$ cat src/rtl/output_quantizer_slv_if.sv
// AXI-Stream beat bundle between the quantizer and the write-back DMA.
// Ports: tvalid/tdata/tlast from master, tready from slave.
interface output_quantizer_slv_if #(
    parameter int DW = 64
);
    logic          tvalid;
    logic          tready;
    logic [DW-1:0] tdata;
    logic          tlast;

    modport master (
        output tvalid,
        output tdata,
        output tlast,
        input  tready
    );

    modport slave (
        input  tvalid,
        input  tdata,
        input  tlast,
        output tready
    );
endinterface

$ cat src/rtl/output_quantizer_slv.sv
// Deskews systolic column sums, requantizes each lane and streams vectors.
// Ports: clk_i/rst_n_i, en_i/valid_i/sum_i (array side), start_i/num_vec_i/
// shift_i (job), stall_o, m_axis (AXI-Stream master), done_o, drop_o.
module output_quantizer_slv #(
    parameter int  W_g          = 8,
    parameter int  R_g          = 8,
    parameter int  FIFO_DEPTH_g = 4,
    localparam int ACC_W        = 2 * W_g + $clog2(R_g)
) (
    input  logic                   clk_i,
    input  logic                   rst_n_i,
    input  logic                   en_i,
    input  logic                   valid_i,
    input  logic [R_g*ACC_W-1:0]   sum_i,
    input  logic                   start_i,
    input  logic [15:0]            num_vec_i,
    input  logic [4:0]             shift_i,
    output logic                   stall_o,
    output_quantizer_slv_if.master m_axis,
    output logic                   done_o,
    output logic                   drop_o
);

    localparam int AW = $clog2(FIFO_DEPTH_g);
    localparam int CW = AW + 1;
    localparam int DW = R_g * W_g;

    localparam logic [4:0] SH_MAX = 5'(ACC_W - 1);
    localparam logic signed [ACC_W:0] Q_MAX =
        (ACC_W + 1)'((1 <<< (W_g - 1)) - 1);
    localparam logic signed [ACC_W:0] Q_MIN = ~Q_MAX;

    typedef enum logic {
        S_IDLE,
        S_RUN
    } state_t;

    state_t r_state;

    logic [15:0]        r_num_vec;
    logic [4:0]         r_shift;
    logic [15:0]        r_out_cnt;
    logic               r_done;
    logic               r_drop;

    logic [R_g-2:0]     r_vld;
    logic [ACC_W-1:0]   w_col [R_g];

    logic               r_q_valid;
    logic [DW-1:0]      r_q_data;
    logic [DW-1:0]      w_quant;

    logic [DW-1:0]      r_mem [FIFO_DEPTH_g];
    logic [AW-1:0]      r_wr_ptr;
    logic [AW-1:0]      r_rd_ptr;
    logic [CW-1:0]      r_count;

    logic               w_aligned;
    logic               w_valid;
    logic               w_pop;
    logic               w_push;
    logic               w_full;
    logic               w_last;
    logic               w_start_ok;
    logic               w_drop_set;
    logic [CW:0]        w_occ;

    // Column j lags column 0 by j en-cycles, so it is delayed by
    // R_g-1-j en-gated registers to line every lane up with column 0.
    for (genvar j = 0; j < R_g; j++) begin : g_col
        if (j == R_g - 1) begin : g_direct
            assign w_col[j] = sum_i[j*ACC_W +: ACC_W];
        end else begin : g_dly
            localparam int D = R_g - 1 - j;
            logic [ACC_W-1:0] r_dly [D];

            always_ff @(posedge clk_i or negedge rst_n_i) begin
                if (!rst_n_i) begin
                    for (int k = 0; k < D; k++) begin
                        r_dly[k] <= '0;
                    end
                end else if (en_i) begin
                    r_dly[0] <= sum_i[j*ACC_W +: ACC_W];
                    for (int k = 1; k < D; k++) begin
                        r_dly[k] <= r_dly[k-1];
                    end
                end
            end

            assign w_col[j] = r_dly[D-1];
        end
    end

    always_ff @(posedge clk_i or negedge rst_n_i) begin
        if (!rst_n_i) begin
            r_vld <= '0;
        end else if (en_i) begin
            r_vld[0] <= valid_i;
            for (int k = 1; k < R_g - 1; k++) begin
                r_vld[k] <= r_vld[k-1];
            end
        end
    end

    assign w_aligned = en_i && r_vld[R_g-2];

    // One extra bit of headroom keeps the rounding add from wrapping.
    function automatic logic [W_g-1:0] f_quant(
        input logic [ACC_W-1:0] s,
        input logic [4:0]       sh
    );
        logic signed [ACC_W:0] x;
        logic signed [ACC_W:0] rnd;
        x   = $signed({s[ACC_W-1], s});
        rnd = '0;
        if (sh != 5'd0) begin
            rnd = (ACC_W + 1)'(1) << (sh - 5'd1);
        end
        x = (x + rnd) >>> sh;
        if (x > Q_MAX) begin
            x = Q_MAX;
        end else if (x < Q_MIN) begin
            x = Q_MIN;
        end
        return x[W_g-1:0];
    endfunction

    always_comb begin
        w_quant = '0;
        for (int j = 0; j < R_g; j++) begin
            w_quant[j*W_g +: W_g] = f_quant(w_col[j], r_shift);
        end
    end

    // Vectors seen outside a job never enter the quant stage.
    always_ff @(posedge clk_i or negedge rst_n_i) begin
        if (!rst_n_i) begin
            r_q_valid <= 1'b0;
            r_q_data  <= '0;
        end else begin
            r_q_valid <= w_aligned && (r_state == S_RUN);
            if (w_aligned) begin
                r_q_data <= w_quant;
            end
        end
    end

    assign w_valid = (r_count != '0);
    assign w_pop   = w_valid && m_axis.tready;
    assign w_full  = (r_count == CW'(FIFO_DEPTH_g));
    // A pop in the same cycle frees the slot, so a full FIFO still accepts.
    assign w_push  = r_q_valid && (!w_full || w_pop);

    always_ff @(posedge clk_i or negedge rst_n_i) begin
        if (!rst_n_i) begin
            r_wr_ptr <= '0;
            r_rd_ptr <= '0;
            r_count  <= '0;
            for (int k = 0; k < FIFO_DEPTH_g; k++) begin
                r_mem[k] <= '0;
            end
        end else begin
            if (w_push) begin
                r_mem[r_wr_ptr] <= r_q_data;
                r_wr_ptr        <= r_wr_ptr + AW'(1);
            end
            if (w_pop) begin
                r_rd_ptr <= r_rd_ptr + AW'(1);
            end
            unique case ({w_push, w_pop})
                2'b10:   r_count <= r_count + CW'(1);
                2'b01:   r_count <= r_count - CW'(1);
                default: r_count <= r_count;
            endcase
        end
    end

    assign w_last     = (r_state == S_RUN) &&
                        (r_out_cnt == r_num_vec - 16'd1);
    assign w_start_ok = start_i && (r_state == S_IDLE);
    assign w_drop_set = (w_aligned && (r_state == S_IDLE)) ||
                        (r_q_valid && !w_push);

    always_ff @(posedge clk_i or negedge rst_n_i) begin
        if (!rst_n_i) begin
            r_state   <= S_IDLE;
            r_num_vec <= '0;
            r_shift   <= '0;
            r_out_cnt <= '0;
            r_done    <= 1'b0;
            r_drop    <= 1'b0;
        end else begin
            r_done <= 1'b0;
            if (w_pop) begin
                r_out_cnt <= r_out_cnt + 16'd1;
            end
            unique case (r_state)
                S_IDLE: begin
                    if (start_i) begin
                        r_num_vec <= num_vec_i;
                        r_shift   <= (shift_i > SH_MAX) ? SH_MAX : shift_i;
                        r_out_cnt <= '0;
                        if (num_vec_i == 16'd0) begin
                            r_done <= 1'b1;
                        end else begin
                            r_state <= S_RUN;
                        end
                    end
                end
                S_RUN: begin
                    if (w_pop && w_last) begin
                        r_state <= S_IDLE;
                        r_done  <= 1'b1;
                    end
                end
                default: r_state <= S_IDLE;
            endcase
            if (w_drop_set) begin
                r_drop <= 1'b1;
            end else if (w_start_ok) begin
                r_drop <= 1'b0;
            end
        end
    end

    assign w_occ   = {1'b0, r_count} + {{CW{1'b0}}, r_q_valid};
    assign stall_o = (w_occ >= (CW + 1)'(FIFO_DEPTH_g - 1));

    assign m_axis.tvalid = w_valid;
    assign m_axis.tdata  = r_mem[r_rd_ptr];
    assign m_axis.tlast  = w_valid && w_last;

    assign done_o = r_done;
    assign drop_o = r_drop;

endmodule

$ cat src/flat_wrapper.sv
// flat-port wrapper written by rule: the top's interface ports become plain ports
module output_quantizer_slv_flat 
#(
    parameter int  W_g          = 8,
    parameter int  R_g          = 8,
    parameter int  FIFO_DEPTH_g = 4,
    localparam int ACC_W        = 2 * W_g + $clog2(R_g)
)
  (clk_i, rst_n_i, en_i, valid_i, sum_i, start_i, num_vec_i, shift_i, stall_o, done_o, drop_o, m_axis_tvalid, m_axis_tdata, m_axis_tlast, m_axis_tready);
  output_quantizer_slv_if #(.DW(((8) * (8)))) m_axis_i ();
  input  logic clk_i;
  input  logic rst_n_i;
  input  logic en_i;
  input  logic valid_i;
  input  logic [R_g*ACC_W-1:0] sum_i;
  input  logic start_i;
  input  logic [15:0] num_vec_i;
  input  logic [4:0] shift_i;
  output logic stall_o;
  output logic done_o;
  output logic drop_o;
  output wire logic [$bits(m_axis_i.tvalid)-1:0] m_axis_tvalid;
  output wire logic [$bits(m_axis_i.tdata)-1:0] m_axis_tdata;
  output wire logic [$bits(m_axis_i.tlast)-1:0] m_axis_tlast;
  input wire logic [$bits(m_axis_i.tready)-1:0] m_axis_tready;
  assign m_axis_tvalid = m_axis_i.tvalid;
  assign m_axis_tdata = m_axis_i.tdata;
  assign m_axis_tlast = m_axis_i.tlast;
  assign m_axis_i.tready = m_axis_tready;
  output_quantizer_slv #(.W_g(W_g), .R_g(R_g), .FIFO_DEPTH_g(FIFO_DEPTH_g)) u_core (.clk_i(clk_i), .rst_n_i(rst_n_i), .en_i(en_i), .valid_i(valid_i), .sum_i(sum_i), .start_i(start_i), .num_vec_i(num_vec_i), .shift_i(shift_i), .stall_o(stall_o), .m_axis(m_axis_i), .done_o(done_o), .drop_o(drop_o));
endmodule
$ cat config.mk
export PLATFORM = sky130hd
export DESIGN_NAME = output_quantizer_slv_flat
export DESIGN_NICKNAME = d
export VERILOG_FILES = /design/src/rtl/output_quantizer_slv_if.sv /design/src/rtl/output_quantizer_slv.sv /design/src/flat_wrapper.sv
export SDC_FILE = /design/constraint.sdc
export NUM_CORES = 2
export LEC_CHECK = 0
export BUFFER_PORTS_ARGS = -buffer_cell sky130_fd_sc_hd__buf_2
export CORE_MARGIN = 8
export CORE_UTILIZATION = 42
export CTS_CLUSTER_SIZE = 20
export DETAILED_ROUTE_END_ITERATION = 8
export PLACE_DENSITY = 0.67
export SLEW_MARGIN = 20
export SYNTH_ARGS = -nofsm -noshare
export SYNTH_HDL_FRONTEND = slang
export SYNTH_SLANG_ARGS = --single-unit
$ cat constraint.sdc
create_clock -name clk_i -period 8.92 [get_ports clk_i]
set_input_delay 0.446 -clock clk_i [delete_from_list [all_inputs] [get_ports clk_i]]
set_output_delay 0.446 -clock clk_i [all_outputs]
set_load 0.1 [all_outputs]
# == Word-level counts from Yosys, hierarchy flattened ==
# Index checks and enable logic that the tools add are counted.
# W data, S select, Z words.
# word_totals
register_bits,907
out_inout_bits,69
# op_classes
n_addsub,16
magnitude_cmp,21
eq_ne,4
n_shift,9
muxes,38
n_bitwise,3
n_reduce_logical,21
# op_table
cell,count
$bwmux W256,1
$mux W64,3
$add A19 B20 Y20,8
$gt A20 B8 Y1 const B,8
$lt A20 B8 Y1 const B,8
$sshr A20 B5 Y20,8
$bmux W64 S2,1
$demux W64 S2,1
$mux W8,16
$mux W16,3
$mux W20,1
$shl A1 B5 Y20 const A,1
$add A16 B1 Y16 const B,1
$eq A16 B16 Y1,1
$logic_not A16 Y1,1
$sub A16 B1 Y16 const B,1
$logic_and A1 B1 Y1,11
$mux W1,8
$ge A3 B3 Y1 const B,2
$not A2 Y3,2
$pmux W3 S2,1
$gt A5 B5 Y1 const B,1
$mux W5,1
$reduce_bool A5 Y1,1
other kinds (17),22

# == Longest topological paths before layout ==
# depth
ltp_word,8
ltp_mapped,31
depth_no_buf,19

# == Least setup slack after synthesis ==
# OpenSTA, ideal clock, no wires.
# synth_timing
path_type,flip-flop to flip-flop
start,register u_core.r_shift[0]
end,register u_core.r_q_data[42]
arrival_ns,6.902
t_required_ns,8.798
slack_ns,1.896
stages_incl_launch_ff,30
n_path_buf,13
synth_period_minus_slack_ns,7.024
path_cell_list,dfrtp_1 -> buf_6 -> buf_2 -> buf_2 -> buf_2 -> buf_2 -> buf_2 -> buf_2 -> buf_2 -> buf_2 -> buf_2 -> buf_2 -> buf_2 -> buf_1 -> nand2_1 -> nor2_1 -> ha_1 -> fa_1 -> o21ai_0 -> o31ai_2 -> o211ai_1 -> a221oi_1 -> a211oi_1 -> xnor2_1 -> mux2_2 -> a221o_1 -> a211o_1 -> o41ai_1 -> a41oi_1 -> o22a_1
# synth_via
elab_chain_len,8
elab_cells_between_ends,10
# synth_lines
item,line,text
start: declaration,output_quantizer_slv.sv:41,logic [4:0] r_shift;
start signal: assignment,output_quantizer_slv.sv:201,r_shift <= (shift_i > SH_MAX) ? SH_MAX : shift_i;
$sub A5 B1 Y5,output_quantizer_slv.sv:117,rnd = (ACC_W + 1)'(1) << (sh - 5'd1);
$shl A1 B5 Y20,output_quantizer_slv.sv:117,
$mux W20,output_quantizer_slv.sv:116,if (sh != 5'd0) begin
$add A19 B20 Y20,output_quantizer_slv.sv:119,x = (x + rnd) >>> sh;
$sshr A20 B5 Y20 (*),output_quantizer_slv.sv:119,
$lt A20 B8 Y1,output_quantizer_slv.sv:122,end else if (x < Q_MIN) begin
$mux W8,output_quantizer_slv.sv:122,
$mux W8 (*),output_quantizer_slv.sv:120,if (x > Q_MAX) begin
end signal: assignment,output_quantizer_slv.sv:143,r_q_data <= w_quant;
end: declaration,output_quantizer_slv.sv:50,logic [DW-1:0] r_q_data;
# Every way passes the cells marked *; elsewhere a longest branch is shown, timed or not.
# A chain may end at the register's enable or synchronous reset.

# == Worst setup path in the final report ==
# layout_timing
start,register u_core.r_shift[2]
end,register u_core.r_q_data[41]
# Same word-level chain as after synthesis.

==> impl_results.md <==
* Routability cong. at 1.04
* Initial antenna violation count at 2
* Leakage at 0.0273 uW
* DR WL/cell at 26.6 um
* Share of layout cells above drive strength 1 at 27.7%
* Starting Density at 42.3%
* CTS sink cnt at 907
* Main synth FF type: dfrtp_1
* Post_cts resized at 0
* Ys Warns at 0
* Antenna-violating nets left at 0
* Final min period at 7.21 ns
* Worst skew pair latency at 0.71 ns
* Worst path arrival time at 7.79 ns
* Hold Vio Cnt, Final at 0
* Status: finished clean
* Layout net count at 5931
* Die X-Extent at 382 um
* Crit. End Element: flip-flop
* Total Neg Setup Slack at 0 ns
* Multi-input logic area at 32000 um^2
* I/O Buffers at 247
* Commonest non-fill, non-tap cells in the layout: dfrtp_1, mux2_2, nand2_1
* Power per cell area at 377 nW/um^2
* Clock Path Buffers at 3
* Post-synth design cell area at 56400 um^2
* Dpl cells at 7141
* Die H at 382 um
* Core area at 133000 um^2
* Syn nets at 5672
* DRT Pass-1 Iters at 8
* Die Area at 146000 um^2
* Reg area at 22700 um^2
* DR vias/cell at 6.26
* Crit share post-route at 80.8%
* DR vias at 46.8k
* Post-Layout Cell Count at 7465
* Startpoint types: flip-flop
* Register area share after synthesis at 40.3%
* Worst path required time at 9.50 ns
* Worst-Margin Slew at 1.15 ns
* TritonCTS clock tree: yes
* H-tree depth at 3
* Worst Skew at 0.0280 ns
* Synth async-reset ratio at 100%
* Critical Path Fanout Max at 48
* Global-route wire length before repair at 298000 um
* Register bit count reported by yosys at 907
* Synthesized area per cell at 10.5 um^2
* Worst min path class: input port to flip-flop
* Vias in the first global route at 45.3k
* Yosys cell types at 120
* Max-slew violations at 0
* CTS clk-pin slew, worst paths at 0.07 ns
* FMAX at 139 MHz
* Number of CTS-inserted buffers at 95
* Gate Count Post-Synth at 5363
* RSZ-0062 raised after global routing: no
* Relative slew slack at 23.1%
* Ports at 248
* Total track usage at 26.2%
* Fin util at 48.3%
* Maximum vdd drop at 0.282 mV
* Initial DRC Count at 5220
* Global route overflow at 0
* Critical path class: flip-flop to flip-flop
* Clock root cell: clkbuf_16
* Num rows at 134
* Final setup viols at 0
* EDFF count, synth at 0
* Largest net degree at the start of global routing at 186
* Max cap viols at 0
* Fillers at 12.2k
* Commonest non-fill, non-tap cell in the layout: dfrtp_1
* Total wire length at 198000 um
* Detailed placer's ending HPWL at 142000 um
* Residual DRC at 0
* P&R area growth vs syn at 14.2%
==> Yosys cell counts (all sizes together), types with 84 or more instances <==
cell type | count | share of area (%)
nand2 | 420 | 2.8
xnor2 | 132 | 2.1
buf | 105 | 0.89
ha | 121 | 2.7
clkbuf | 274 | 1.8
mux2 | 807 | 16
nor2 | 320 | 2.1
nand3 | 94 | 0.83
o21ai | 242 | 2.1
a21oi | 271 | 2.4
dfrtp | 907 | 40
xor2 | 84 | 1.3
mux4 | 93 | 3.7
mux2i | 126 | 2.2
==> cell families after synthesis <==
kind of cell,share of synthesized area (%)
multiplexers,22.1
buffers and inverters,3.19
XOR/XNOR,3.43
adder cells (fa/ha/maj),3.20
AO/OA/AOI/OAI,17.0
AND/OR/NAND/NOR,10.9
flip-flops,40.3
==> timing repair <==
action | in CTS | in global routing
hold endpoints to repair | 242 | 0
buffers inserted | 0 | 0
hold buffers | 152 | 0
==> metal layers <==
metal  global-route usage (%)  routed length, um
met5                        0                 14
met4                     10.8               9250
met1                     38.0              88700
met3                     5.26              17000
met2                     37.8              83400
==> state kept, by name (all words and copies together) (netlist names), 3 cells and up <==
signal                    cells
u_core.g_col.g_dly.r_dly    532
u_core.r_count                3
u_core.r_mem                256
u_core.r_num_vec             16
u_core.r_out_cnt             16
u_core.r_q_data              64
u_core.r_shift                5
u_core.r_vld                  7
==> worst max-delay path: stages, from the launching register on <==
cell and delay [ns]:
dfrtp_4 0.72, nand4bb_1 0.94, buf_4 0.50, nor2_2 0.36
buf_4 0.39, ha_1 0.44, a21oi_1 0.18, o21ai_0 0.13
or4_1 0.55, o22ai_1 0.22, xnor2_2 0.28, xnor2_1 0.56
o22ai_1 0.13, or4b_2 0.67, nor4_1 0.29, a41oi_1 0.34
a21oi_1 0.26, nor2_1 0.05
==> path summary, 6_finish.rpt <==
check	from	end	slack, ns	cells after the start
worst max-delay path	u_core.r_shift[2]	u_core.r_q_data[41]	1.71	17
worst min-delay path	shift_i[4]	u_core.r_shift[4]	0.07	3
worst max register to register	u_core.r_shift[2]	u_core.r_q_data[41]	1.71	17
worst min register to register	u_core.g_col[4].g_dly.r_dly[21]	u_core.g_col[4].g_dly.r_dly[2]	0.48	1
max in group asynchronous	rst_n_i	u_core.g_col[3].g_dly.r_dly[66]	6.30	4
min in group asynchronous	rst_n_i	u_core.r_count[1]	0.36	2
==> final cells by class <==
cell class | count | area share, %
tap | 1768 | 3.43
antenna | 2 | 0.00777
inverter | 72 | 0.427
sequential | 907 | 35.3
multi-input combinational | 4005 | 49.7
clock inverter | 32 | 0.662
clock buffer | 138 | 4.36
timing repair buffer | 541 | 6.15
==> where the power goes <==
group / switching, uW / internal (uW)
Sequential: 1100 / 5340
Clock: 1650 / 2400
Combinational: 9220 / 4570
==> through the flow <==
stage	hold slack, ns	setup slack [ns]	total power (uW)	instance area, um^2
detailed placement	0.473	2.05	19800	59600
CTS	0.0191	2.01	24000	64400
finish	0.0744	1.71	24300	64400
floorplan	0.150	1.90	15500	56400
global route	0.0676	1.47	25300	64400
global placement	0.467	1.90	19700	59600
Power figures use the tool's default switching activity.
